<file path="config.mk">
export PLATFORM = sky130hd
export DESIGN_NAME = jtag_tap_ctrl
export DESIGN_NICKNAME = d
export VERILOG_FILES = /design/src/rtl/jtag_tap_ctrl.sv
export SDC_FILE = /design/constraint.sdc
export NUM_CORES = 1
export LEC_CHECK = 0
export ABC_AREA = 1
export BUFFER_PORTS_ARGS = -buffer_cell sky130_fd_sc_hd__buf_2
export CAP_MARGIN = 20
export CORE_MARGIN = 2
export CORE_UTILIZATION = 30
export CTS_CLUSTER_DIAMETER = 50
export DETAILED_ROUTE_END_ITERATION = 6
export PLACE_DENSITY_LB_ADDON = 0.15
export SKIP_CTS_REPAIR_TIMING = 1
export SLEW_MARGIN = 20
export SYNTH_ARGS = -nofsm -noshare
export SYNTH_HDL_FRONTEND = slang
export SYNTH_SLANG_ARGS = --single-unit
</file>
<file path="constraint.sdc">
create_clock -name clk -period 1.19 [get_ports clk]
set_clock_uncertainty 0.2 [all_clocks]
set_input_delay 0.357 -clock clk [delete_from_list [all_inputs] [get_ports clk]]
set_output_delay 0.357 -clock clk [all_outputs]
set_load 0.02 [all_outputs]
</file>
<file path="src/rtl/jtag_tap_ctrl.sv">
// jtag_tap_ctrl: 16-state TAP controller with IR/DR strobes, BYPASS register and TDO mux
module jtag_tap_ctrl #(
  parameter logic [3:0] RESET_STATE = 4'hF
) (
  input  logic       clk,
  input  logic       reset,
  input  logic       tms,
  input  logic       tdi,
  input  logic       ir_so,
  input  logic       dr_so,
  input  logic       bypass_sel,
  output logic [3:0] state,
  output logic       tlr,
  output logic       capture_ir,
  output logic       shift_ir,
  output logic       update_ir,
  output logic       capture_dr,
  output logic       shift_dr,
  output logic       update_dr,
  output logic       tdo,
  output logic       tdo_en
);
  typedef enum logic [3:0] {
    EX2DR   = 4'h0,
    EX1DR   = 4'h1,
    SHDR    = 4'h2,
    PAUSEDR = 4'h3,
    SELIR   = 4'h4,
    UPDDR   = 4'h5,
    CAPDR   = 4'h6,
    SELDR   = 4'h7,
    EX2IR   = 4'h8,
    EX1IR   = 4'h9,
    SHIR    = 4'hA,
    PAUSEIR = 4'hB,
    RTI     = 4'hC,
    UPDIR   = 4'hD,
    CAPIR   = 4'hE,
    TLR     = 4'hF
  } tap_e;
  tap_e state_q, state_d;
  logic bypass_q, bypass_d;
  // TAP next-state table; the IR and DR columns mirror each other
  always_comb begin
    state_d = TLR;
    case (state_q)
      TLR:     state_d = tms ? TLR     : RTI;
      RTI:     state_d = tms ? SELDR   : RTI;
      SELDR:   state_d = tms ? SELIR   : CAPDR;
      CAPDR:   state_d = tms ? EX1DR   : SHDR;
      SHDR:    state_d = tms ? EX1DR   : SHDR;
      EX1DR:   state_d = tms ? UPDDR   : PAUSEDR;
      PAUSEDR: state_d = tms ? EX2DR   : PAUSEDR;
      EX2DR:   state_d = tms ? UPDDR   : SHDR;
      UPDDR:   state_d = tms ? SELDR   : RTI;
      SELIR:   state_d = tms ? TLR     : CAPIR;
      CAPIR:   state_d = tms ? EX1IR   : SHIR;
      SHIR:    state_d = tms ? EX1IR   : SHIR;
      EX1IR:   state_d = tms ? UPDIR   : PAUSEIR;
      PAUSEIR: state_d = tms ? EX2IR   : PAUSEIR;
      EX2IR:   state_d = tms ? UPDIR   : SHIR;
      UPDIR:   state_d = tms ? SELDR   : RTI;
      default: state_d = TLR;
    endcase
  end
  // BYPASS captures 0 and then shifts tdi only when it is the selected DR
  always_comb begin
    bypass_d = bypass_q;
    if (bypass_sel && state_q == CAPDR) bypass_d = 1'b0;
    else if (bypass_sel && state_q == SHDR) bypass_d = tdi;
  end
  // state and BYPASS registers; reset overrides tms even mid-shift
  always_ff @(posedge clk) begin
    if (reset) begin
      state_q  <= tap_e'(RESET_STATE);
      bypass_q <= 1'b0;
    end else begin
      state_q  <= state_d;
      bypass_q <= bypass_d;
    end
  end
  // Moore strobe decode and TDO mux
  always_comb begin
    state      = state_q;
    tlr        = state_q == TLR;
    capture_ir = state_q == CAPIR;
    shift_ir   = state_q == SHIR;
    update_ir  = state_q == UPDIR;
    capture_dr = state_q == CAPDR;
    shift_dr   = state_q == SHDR;
    update_dr  = state_q == UPDDR;
    tdo_en     = shift_ir | shift_dr;
    tdo        = shift_ir ? ir_so : shift_dr ? (bypass_sel ? bypass_q : dr_so) : 1'b0;
  end
endmodule

</file>
==> results by group <==
Outcome
  • Status: finished, violations left
  • Failing checks: negative setup slack

Placement
  • Buffers added on ports: 19
  • Placement Cell Area: 640.6 sq um
  • DPL Wire Length: 913.7 um
  • Placed Cells: 108
  • Routability cong.: 0.8248

Power
  • Comb power frac: 70.7%
  • Clock power share: 9.8%
  • Sw Ratio: 47.35%
  • Power share of the sequential group: 19.5%
  • Switch Pwr: 0.0009457 W
  • Power per standard cell area: 2502 mW/mm^2
  • Tot Pwr: 0.001997 W
  • IR drop worst, VDD: 1.322 mV
  • Leak Pwr: 0.3992 nW
  • Internal: 0.001051 W

Synth
  • Mapped Cells: 63
  • Largest area contributor in the netlist: dfxtp_1
  • Mapped cell area: 397.9 sq um
  • Synth warn: 0
  • Largest cells by area after synthesis: dfxtp_1, nand2_1, nand3_1, nor2_1, inv_2
  • Yosys reg bits: 5
  • Sequential area share after synthesis: 25.16%
  • Synth cell types: 18
  • Syn Area/Cell: 6.316 sq um
  • Mapped Nets: 70
  • Synth top area share: 25.16%

Global route
  • Busiest grt layer: met2
  • Grt met1 use: 19.87%
  • Met3 usage: 8.333%
  • Pin count of the biggest net entering global routing: 8
  • Gr ovfl total: 0
  • Initial antenna violation count: 0
  • GRT met2 Usage: 26.59%
  • Vias in the first global route: 428
  • Gr usage total: 16.19%
  • First-pass GRT wire length: 1745 um

Cells and area
  • Multi-input logic area: 316.6 sq um
  • Diode count: 0
  • Area grow syn2layout: 100.6%
  • Share of cells above drive strength 1: 67.65%
  • Finished Cell Area: 798.3 sq um
  • # nets final: 110
  • Fillers: 117
  • Reg area: 115.1 sq um
  • Finished Layout Cells: 117

Timing
  • Final hold slack: 0.1771 ns
  • Post-layout min period: 1.682 ns
  • Unrepaired setup endpoints after global routing: yes
  • Setup WS post-layout: -0.4920 ns
  • FMAX: 594.5 MHz
  • Final Hold Fails: 0
  • Tightest Pin Transition: 0.1724 ns
  • Pins over their slew limit: 0
  • Fin crit share: 141.3%
  • Relative slew slack: 88.46%
  • Final setup fails: 18

Floorplanning
  • I/O pin cnt: 20
  • DIE AREA: 0.001634 sq mm
  • Rows: 13
  • Initial Utilization: 31.36%
  • Die Wd: 40.42 um
  • CORE AREA: 0.001269 sq mm
  • Die H: 40.42 um

Clock network
  • Clk_lat worst skew: 0.24 ns
  • Clock Path Buffers: 2
  • CTS sink cnt: 5
  • TritonCTS clock tree: done
  • CTS H-tree depth: 1
  • Clock-pin slew on the worst setup and hold paths: 0.04 ns
  • CTS buffer count: 3
  • Root Driver: clkbuf_4

Critical path
  • Slowest cell on the critical path: dfxtp_4
  • R2R cell count: 6
  • Critical Path Fanout Max: 3
  • WP data required: 0.63 ns
  • Crit end category: output port
  • R2r setup slk: -0.14 ns
  • Top cell by count, worst path: nand2_2
  • Critical Path Max Stage Delay: 0.35 ns
  • Worst Setup Start Kind: register
  • Crit path cell chain: inv_4 > nand2_4 > nor2_4 > nand2_1 > inv_2 > nand2_2 > nand2_2 > buf_6
  • RR Startpoint: state[0]
  • R2r endpoint: state[0]
  • Critical Path AT: 1.12 ns
  • Critical path class: register to output port

Routing
  • Drt via density: 4.641
  • DRC viols: 0
  • Overall routed net length: 1249 um
  • Initial DRC count: 13
  • Post-route ant nets: 0
  • Drt first pass iters: 4
  • Routed length per instance: 10.68 um
  • DR vias: 543

Hold path
  • Worst Hold Depth: 3
  • Hold Startpoint: tdi
  • Worst hold endpoint: bypass_q
  • Worst Hold Class: input pin to register

Run
  • Max Cap Viol: 0
area by class of cell:
type	count	area share [%]
Multi-Input combinational cell	47	39.66
Sequential cell	5	14.42
Inverter	10	5.329
Tap cell	15	2.351
Timing Repair Buffer	36	34.95
Clock buffer	4	3.292
routing by layer:
layer / wire [um] / up-vias
li1: - / 283
met1: 531 / 244
met2: 651 / 16
met3: 66 / 0
met4: 0 / 0
met5: 0 / -
layout by cell type (no fill, tap or decap), types with 4 or more instances in the layout:
cell type  instances
buf_2             10
buf_4             17
buf_6              9
dfxtp_4            4
inv_1              4
inv_2              4
nand2_1           10
nand2_2            4
nand3_1            7
nor2_4             6
o21ai_0            4
kinds of logic after synthesis:
| family | Yosys count | share of synthesized area (%) |
|---|---|---|
| DFF | 5 | 25.16 |
| buffers and inverters | 11 | 11.32 |
| and+or+nand+nor | 39 | 50.63 |
| AOI/OAI and AO/OA | 8 | 12.89 |
Yosys cell counts:
cell type	count
nand2_1	13
nand3_1	8
nor2_1	7
inv_2	6
dfxtp_1	5
inv_1	4
o21ai_0	4
nand2_2	3
a21oi_2	2
nand4_1	2
nor2_2	2
buf_4	1
nand2_4	1
nand3_2	1
nor2_4	1
nor3_2	1
o21ai_1	1
o21ai_2	1
power by group through the flow:
stage                     combinational, W  sequential [W]  clock (W)
after floorplan                   0.000657        0.000406          0
after global placement             0.00111        0.000378          0
after detailed placement           0.00111        0.000382          0
after CTS                          0.00111        0.000380   0.000205
after global routing               0.00153        0.000397   0.000217
final                              0.00141        0.000389   0.000196
sequential cells by signal, indices dropped and copies added, names as in the netlist:
signal,cells
state,4
bypass_q,1
worst max-delay path, delay by kind of cell (launching register included):
kind                   cells  cell delay [ns]
and+or+nand+nor            5             0.30
buffers and inverters      3             0.23
DFF                        1             0.35
worst max-delay path by stage:
stage | from | endpoint | depth (start not counted)
floorplan | state[0] | tdo | 7
global placement | state[0] | tdo | 8
detailed placement | state[0] | tdo | 8
CTS | state[0] | tdo | 8
global route | state[0] | tdo | 8
finish | state[0] | tdo | 8
stage by stage:
stage               setup slack (ns)  utilization (%)  setup TNS (ns)
floorplan                    -0.4388                -          -1.965
global placement             -0.2782            50.49          -2.114
detailed placement           -0.3040            50.49          -2.294
CTS                          -0.5734            52.56          -5.773
global route                 -0.5600            62.92          -6.254
finish                       -0.4920            62.92          -5.451
Note: power is estimated with default switching activity, not from simulation.
